`src/rtl/wb_pkg.sv`:
```
// Shared Wishbone definitions: arbiter FSM encoding, CTI codes and a
// helper that sizes the watchdog counter.
package wb_pkg;

  typedef enum logic [1:0] {
    ST_IDLE = 2'd0,
    ST_GNT0 = 2'd1,
    ST_GNT1 = 2'd2,
    ST_GAP  = 2'd3
  } arb_state_t;

  localparam logic [2:0] CTI_CLASSIC = 3'b000;
  localparam logic [2:0] CTI_INCR    = 3'b010;
  localparam logic [2:0] CTI_EOB     = 3'b111;

  // Watchdog width: wide enough to hold TIMEOUT, never narrower than 9 bits.
  function automatic int wd_width(input int timeout);
    int w;
    w = $clog2(timeout + 1);
    return (w > 9) ? w : 9;
  endfunction

endpackage

```
`src/rtl/wb_watchdog.sv`:
```
// Stall watchdog: counts consecutive enabled cycles, flags the TIMEOUT-th.
module wb_watchdog #(
  parameter int TIMEOUT = 255,
  parameter int WIDTH   = 9
) (
  input  logic clk,
  input  logic rst,
  input  logic clear,
  input  logic enable,
  output logic expired
);
  logic [WIDTH-1:0] r_cnt;

  // Count stalled cycles; any clear condition restarts from zero.
  always_ff @(posedge clk) begin
    if (rst || clear) r_cnt <= '0;
    else if (enable)  r_cnt <= r_cnt + 1'b1;
  end

  // r_cnt holds the stalls before this one, so TIMEOUT-1 means this cycle
  // is the TIMEOUT-th stalled cycle.
  assign expired = enable && !clear && (r_cnt == WIDTH'(TIMEOUT - 1));
endmodule

```
`src/rtl/wb_sdram_arbiter.sv`:
```
// Two-master Wishbone arbiter in front of one SDRAM controller.
// Grant is held for a whole cycle, a one-cycle GAP separates owners and a
// watchdog aborts a stalled owner with err. Define
// WB_SDRAM_ARB_ROUND_ROBIN_EN for round-robin contention; otherwise m0 wins.
module wb_sdram_arbiter
  import wb_pkg::*;
#(
  parameter int ADDRESS = 23,
  parameter int TIMEOUT = 255
) (
  input  logic               wb_clk_i,
  input  logic               wb_rst_i,
  input  logic               m0_cyc_i, m0_stb_i, m0_we_i,
  input  logic [2:0]         m0_cti_i,
  input  logic [1:0]         m0_bte_i,
  input  logic [ADDRESS-1:0] m0_adr_i,
  input  logic [3:0]         m0_sel_i,
  input  logic [31:0]        m0_dat_i,
  output logic               m0_ack_o, m0_rty_o, m0_err_o,
  output logic [31:0]        m0_dat_o,
  input  logic               m1_cyc_i, m1_stb_i, m1_we_i,
  input  logic [2:0]         m1_cti_i,
  input  logic [1:0]         m1_bte_i,
  input  logic [ADDRESS-1:0] m1_adr_i,
  input  logic [3:0]         m1_sel_i,
  input  logic [31:0]        m1_dat_i,
  output logic               m1_ack_o, m1_rty_o, m1_err_o,
  output logic [31:0]        m1_dat_o,
  output logic               s_cyc_o, s_stb_o, s_we_o,
  output logic [2:0]         s_cti_o,
  output logic [1:0]         s_bte_o,
  output logic [ADDRESS-1:0] s_adr_o,
  output logic [3:0]         s_sel_o,
  output logic [31:0]        s_dat_o,
  input  logic               s_ack_i, s_rty_i, s_err_i,
  input  logic [31:0]        s_dat_i
);
  localparam int WD_W = wd_width(TIMEOUT);

  arb_state_t r_state, w_next;
  logic w_own0, w_own1, w_cyc_raw, w_stb_raw, w_resp, w_expired, w_pick1;

  // Ownership is masked by reset so a burst in flight is cut off at once.
  assign w_own0    = (r_state == ST_GNT0) && !wb_rst_i;
  assign w_own1    = (r_state == ST_GNT1) && !wb_rst_i;
  assign w_cyc_raw = (w_own0 && m0_cyc_i) || (w_own1 && m1_cyc_i);
  assign w_stb_raw = (w_own0 && m0_stb_i) || (w_own1 && m1_stb_i);
  assign w_resp    = s_ack_i || s_rty_i || s_err_i;

  // Enable uses the un-aborted strobe to avoid a loop through expired.
  wb_watchdog #(.TIMEOUT(TIMEOUT), .WIDTH(WD_W)) u_wd (
    .clk     (wb_clk_i),
    .rst     (wb_rst_i),
    .clear   (!w_stb_raw || w_resp),
    .enable  (w_stb_raw),
    .expired (w_expired)
  );

`ifdef WB_SDRAM_ARB_ROUND_ROBIN_EN
  logic r_last_m1;

  // Remember the last owner; the reset value lets m0 win the first contest.
  always_ff @(posedge wb_clk_i) begin
    if (wb_rst_i) r_last_m1 <= 1'b1;
    else if ((r_state == ST_GNT0 || r_state == ST_GNT1) && w_next == ST_GAP)
      r_last_m1 <= (r_state == ST_GNT1);
  end

  assign w_pick1 = m1_cyc_i && (!m0_cyc_i || !r_last_m1);
`else
  assign w_pick1 = m1_cyc_i && !m0_cyc_i;
`endif

  // State register.
  always_ff @(posedge wb_clk_i) begin
    if (wb_rst_i) r_state <= ST_IDLE;
    else          r_state <= w_next;
  end

  // Next state: grant from IDLE, hold for the owner's cyc, always pass GAP.
  always_comb begin
    w_next = r_state;
    unique case (r_state)
      ST_IDLE: if (m0_cyc_i || m1_cyc_i) w_next = w_pick1 ? ST_GNT1 : ST_GNT0;
      ST_GNT0: if (!m0_cyc_i || w_expired) w_next = ST_GAP;
      ST_GNT1: if (!m1_cyc_i || w_expired) w_next = ST_GAP;
      ST_GAP:  w_next = ST_IDLE;
      default: w_next = ST_IDLE;
    endcase
  end

  // Outputs: mux the owner onto the slave, route responses back to it only.
  always_comb begin
    s_cyc_o  = w_cyc_raw && !w_expired;
    s_stb_o  = w_stb_raw && !w_expired;
    s_we_o   = w_own1 ? m1_we_i  : m0_we_i;
    s_cti_o  = w_own1 ? m1_cti_i : m0_cti_i;
    s_bte_o  = w_own1 ? m1_bte_i : m0_bte_i;
    s_adr_o  = w_own1 ? m1_adr_i : m0_adr_i;
    s_sel_o  = w_own1 ? m1_sel_i : m0_sel_i;
    s_dat_o  = w_own1 ? m1_dat_i : m0_dat_i;
    m0_ack_o = w_own0 && s_ack_i;
    m0_rty_o = w_own0 && s_rty_i;
    m0_err_o = w_own0 && (s_err_i || w_expired);
    m1_ack_o = w_own1 && s_ack_i;
    m1_rty_o = w_own1 && s_rty_i;
    m1_err_o = w_own1 && (s_err_i || w_expired);
    m0_dat_o = s_dat_i;
    m1_dat_o = s_dat_i;
  end
endmodule

```
`config.mk`:
```
export PLATFORM = sky130hd
export DESIGN_NAME = wb_sdram_arbiter
export DESIGN_NICKNAME = d
export VERILOG_FILES = /design/src/rtl/wb_pkg.sv /design/src/rtl/wb_watchdog.sv /design/src/rtl/wb_sdram_arbiter.sv
export SDC_FILE = /design/constraint.sdc
export NUM_CORES = 1
export LEC_CHECK = 0
export CAP_MARGIN = 25
export CORE_AREA = 5 5 115 117
export DETAILED_ROUTE_END_ITERATION = 8
export DIE_AREA = 0 0 120 122
export MAX_ROUTING_LAYER = met4
export SYNTH_ARGS = -nofsm -noshare
export SYNTH_HDL_FRONTEND = slang
export SYNTH_SLANG_ARGS = --single-unit
```
`constraint.sdc`:
```
create_clock -name wb_clk_i -period 2.01 [get_ports wb_clk_i]
set_input_delay 0.402 -clock wb_clk_i [delete_from_list [all_inputs] [get_ports wb_clk_i]]
set_output_delay 0.402 -clock wb_clk_i [all_outputs]
set_load 0.005 [all_outputs]
```
[Word level (Yosys, flattened, before mapping)]
Index checks and enable logic that the tools add are counted.
Widths: inputs -> output; s select.
Word-level totals
  flip-flop bits (word level): 11
  bits of input ports: 171
  output and inout bits: 137
  logic and storage cells: 56
Operators by class
  $add $sub $neg: 1
  eq/ne operators: 7
  multiplexer cells: 11
  reductions and logical operators: 35
Operators by type and width (number)
  $mux 32: 1
  $mux 23: 1
  $logic_and 1x1->1: 17
  $logic_or 1x1->1: 10
  $mux 2: 5
  $add 9x1->9 const B: 1
  $eq 9x8->1 const B: 1
  $pmux 2 s4: 1
  $logic_not 1->1: 6
  $eq 2x2->1 const B: 2
  $mux 4: 1
  $ne 2x1->1 const B: 2
  $mux 3: 1
  $reduce_and 3->1: 1
  $eq 2x1->1 const B: 1
  $logic_not 2->1: 1
  $ne 2x2->1 const B: 1
  $mux 1: 1

[Longest topological paths before layout]
  depth in word-level cells: 12
  depth in mapped cells: 7
  gate-level depth less buffers: 6

[By module]
From an unflattened synthesis, not the netlist that was laid out.
Second synthesis, totals
  cell total of the unflattened synthesis: 222
  area total of the unflattened synthesis: 2011.9 µm²
By module, submodules not included
  wb_sdram_arbiter: times used 1, cells an instance 174, area each 1600.3 µm², sequential area each 40.0 µm²
  wb_watchdog: times used 1, cells an instance 48, area each 411.6 µm², sequential area each 180.2 µm²

[Worst setup path after synthesis]
No wires, ideal clock.
  path type: reg-to-output
  start: register r_state[0]
  end: output s_dat_o[14]
  arrival time: 1524 ps
  data required time: 1608 ps
  setup slack: 84 ps
  cell stages (with the launch flop): 8
  buffers on the path: 3
  cell sequence: dfxtp_1 inv_1 ha_1 nand2b_1 clkbuf_1 buf_4 buf_4 mux2_2
On the way
  longest elaborated chain between the ends: 3
RTL lines
  start, declared: RTL line wb_sdram_arbiter.sv:40  | arb_state_t r_state, w_next;
  start signal, assigned: RTL line wb_sdram_arbiter.sv:77  | else r_state <= w_next;
  $eq 2x2->1: RTL line wb_sdram_arbiter.sv:45  | assign w_own1 = (r_state == ST_GNT1) && !wb_rst_i;
  $logic_and 1x1->1: RTL line wb_sdram_arbiter.sv:45
  $mux 32: RTL line wb_sdram_arbiter.sv:101  | s_dat_o = w_own1 ? m1_dat_i : m0_dat_i;
  end, declared: RTL line wb_sdram_arbiter.sv:34  | output logic [31:0] s_dat_o,
Every way passes these cells.

[Final worst setup path]
  start: register r_state[0]
  end: output s_dat_o[15]
Same word-level chain as after synthesis.

==> impl_summary.md <==
Status
The run finished, with violations left. The final reports fail on setup timing.

Final layout
The final layout net count is 603. After filler insertion, the fill cell instance count of the layout stands at 1222. The proportion of layout cells with a drive suffix above 1 is 52.0%. The footprint of the flip-flops and latches is 225 um^2. Relative to the synthesized area, the layout overhead comes to 136%.

In the final layout, the multi-input gates occupy 0.00143 mm^2.

STA
Setup total negative slack on the finished layout was measured at -3990 ps. Static timing analysis puts the maximum clock frequency at 455 MHz. After layout, the worst path uses 109% of the clock period. The final count of hold timing violations is 0. Setup repair after global routing could not meet its margin everywhere.

Clock skew on the completed layout was measured at 2.77 ps. The shortest period the worst path allows is 2200 ps. The post-route worst hold slack is 517 ps. Across all setup checks in the final design, the least slack found is -187 ps. The pin slew with the least headroom to its limit is 297 ps. Headroom to the max-slew limit came out at 80.1%. Setup violations remaining at the end of the flow were counted as 48. The number of max-slew violations in the final report is 0.

Floorplan
The die area is 0.0146 mm^2. Measured along the y axis, the die boundary spans 122 um. The width of the die is 120 um. In this run the standard cell core region covers 0.0123 mm^2. The number of top-level pins is 308. The initial cell density of the core is 16.0%.

The floorplan has 41 rows.

Logic synthesis
In the synthesized netlist, the cells that appear most often are 68 x sky130_fd_sc_hd__buf_4, 64 x sky130_fd_sc_hd__mux2_2, 15 x sky130_fd_sc_hd__nor2_1, 11 x sky130_fd_sc_hd__dfxtp_1. After synthesis, the netlist uses 34 different library cells. The average size of a mapped cell is 8.99 um^2. The most used flip-flop cell after synthesis is sky130_fd_sc_hd__dfxtp_1. Yosys attributes the largest share of cell area to sky130_fd_sc_hd__mux2_2 37%, sky130_fd_sc_hd__buf_4 26%, sky130_fd_sc_hd__dfxtp_1 11%, sky130_fd_sc_hd__ha_1 3.8%, sky130_fd_sc_hd__nor2_1 2.9%.

The biggest area contributor in the post-synthesis netlist is sky130_fd_sc_hd__mux2_2. The synthesized netlist cell count is 218. In the post-synthesis netlist, the cell with the most instances is sky130_fd_sc_hd__buf_4. The total standard cell area after synthesis is 0.00196 mm^2. Counting flops with a built-in enable in the synthesized netlist gives 0. Of the total synthesized cell area, the portion taken by AND, OR, NAND and NOR gates is 11.0%.

The portion of synthesized area spent on multiplexers is 37.9%. The post-synthesis compound-gate area fraction is 4.92%. The total of warnings raised by yosys is 0. The portion of the post-synthesis area used by sequential elements is 11.2%.

The top-area cell type share of the netlist area is 36.8%. After synthesis, the largest family of logic cells by area is multiplexers. The post-synthesis share of cell area spent on xor and xnor gates is 2.68%.

The number of nets in the synthesized netlist is 395. The adder-cell area share of the yosys netlist is 3.83%. Of all flip-flops after synthesis, the portion carrying an async set or reset was 0%. The count of state elements after synthesis is 11.

Placement
The port buffer count is 211. The pre-CTS setup slack is -645 ps. After legalization and detailed placement, the total HPWL measured 9010 um. The final estimated routing congestion in global placement is 0.939.

Detailed routing
After detailed routing, the average wire length per cell comes to 20.8 um. The first routing iteration left 108 violations. The DRC violation count after routing is 0. Dividing the detail-routed via count by the number of cells gives 4.06. The count of vias placed by the detailed router is 2336.

The detail route stage leaves a number of antenna-violating nets equal to 0. The count of TritonRoute iterations in the first routing pass is 4. After detailed routing, the total wire length is 12000 um.

Clocking
The master cell of the clock root buffer is sky130_fd_sc_hd__clkbuf_16. The clock reaches the later pin of the worst-skew pair after 240 ps. The hold-fix buffer count after cts is 0. TritonCTS built the clock tree. In this run the number of H-tree levels came out at 1.

The number of sinks driven by the clock tree is 11. After clock tree synthesis, the clock-pin slew on the worst setup and hold paths is 40 ps. The worst-case clock buffer depth is 2.

Counting the buffers created by CTS gives 3.

Setup path
The critical path in this run is classified as reg -> out. The endpoint kind of the worst setup timing path is an output port. Measured in cells, the most critical reg-to-reg path has a length of 8.

Of all nets on the critical path, the largest fanout is 6. The sort of element at the start of the critical path is a register. The data required time of the critical path is 1610 ps. STA puts the critical path data arrival time at 1800 ps.

Global routing
Entering global routing, the biggest net connects 13 pins. For this run the aggregate overflow at the end of global routing stands at 0. The initial antenna violation count is 1. The via count of the first global-routing pass was 2476. The total global routing track utilization is 14.7%. The first-pass GRT wire length is 15900 um.

Pwr
The power density normalized to cell area is 641 mW/mm^2. Summed over all cells, the static leakage comes to 2.15 nW. The maximum resistive drop on vdd is 0.521 mV.

Worst hold path
The min-delay analysis places its worst path in the category reg -> reg. The worst hold path stage count is 2.

Job
The total of max-cap violations is 0.
final timing paths:
check | start | endpoint | slack (ps)
worst min register to register | u_wd.r_cnt[7]$_SDFFE_PP0P_ | u_wd.r_cnt[7]$_SDFFE_PP0P_ | 520
worst max-delay path | r_state[0]$_SDFFE_PP0P_ | s_dat_o[15] | -190
worst max register to register | r_state[0]$_SDFFE_PP0P_ | r_state[0]$_SDFFE_PP0P_ | 100
worst min-delay path | u_wd.r_cnt[7]$_SDFFE_PP0P_ | u_wd.r_cnt[7]$_SDFFE_PP0P_ | 520
through the flow:
stage / area (um^2) / util, % / cells / power (W)
detailed placement: 3930 / 32.1 / 530 / 0.00195
finish: 4620 / 37.7 / 576 / 0.00296
global placement: 3930 / 32.1 / 530 / 0.00194
CTS: 4460 / 36.4 / 568 / 0.00278
floorplan: 1960 / - / 218 / 0.00104
global route: 4620 / 37.7 / 576 / 0.00311
logic make-up after synthesis:
family,Yosys count
multiplexers,66
AO/OA/AOI/OAI,11
AND/OR/NAND/NOR,39
XOR/XNOR,6
adder cells (fa/ha/maj),6
buffers and inverters,79
flip-flops,11
cell type report:
type	instances	share of cell area [%]
Inverter	6	0.487
Timing Repair Buffer	276	57.8
Tap cell	150	4.06
Sequential cell	11	4.87
Antenna cell	1	0.0541
Clock buffer	4	1.70
Multi-Input combinational cell	128	31.0
worst max-delay path: stages, from the launching register on:
cell                       delay [ps]
sky130_fd_sc_hd__dfxtp_2          320
sky130_fd_sc_hd__inv_2             70
sky130_fd_sc_hd__ha_4             150
sky130_fd_sc_hd__nand2b_4          90
sky130_fd_sc_hd__buf_6            150
sky130_fd_sc_hd__buf_16           130
sky130_fd_sc_hd__buf_12           120
sky130_fd_sc_hd__buf_8            120
sky130_fd_sc_hd__mux2_4           300
sky130_fd_sc_hd__buf_6            120
per-layer routing:
layer | track usage, % | up-vias | part of all wire [%]
li1 | - | 1112 | -
met1 | 19.3 | 1092 | 44
met2 | 23.8 | 130 | 47
met3 | 3.76 | 2 | 8.1
met4 | 1.07 | 0 | 0.14
met5 | - | - | 0
state kept, by name, indices dropped and copies added (netlist names):
signal	cells
r_state	2
u_wd.r_cnt	9
power breakdown:
| group | switching [W] | internal [W] |
|---|---|---|
| sequential | 0.0000209 | 0.000248 |
| combinational | 0.000816 | 0.00151 |
| clock | 0.0000985 | 0.000266 |
layout by cell type (no fill, tap or decap), types with 5 or more instances in the layout:
cell                              instances
sky130_fd_sc_hd__clkdlybuf4s50_1        135
sky130_fd_sc_hd__mux2_4                  48
sky130_fd_sc_hd__buf_6                   47
sky130_fd_sc_hd__buf_4                   39
sky130_fd_sc_hd__clkbuf_2                18
sky130_fd_sc_hd__mux2_2                  17
sky130_fd_sc_hd__buf_2                   16
sky130_fd_sc_hd__nor2_1                  15
sky130_fd_sc_hd__dfxtp_1                  9
sky130_fd_sc_hd__dlygate4sd2_1            6
sky130_fd_sc_hd__inv_1                    5
sky130_fd_sc_hd__xor2_1                   5
what timing repair did:
action	in CTS	in global routing
buffers inserted	30	11
endpoints found under the setup margin	73	70
pin swaps	7	5
resized for setup	302	87
cloned	5	1
No activity file was read; power rests on OpenSTA's default activity.
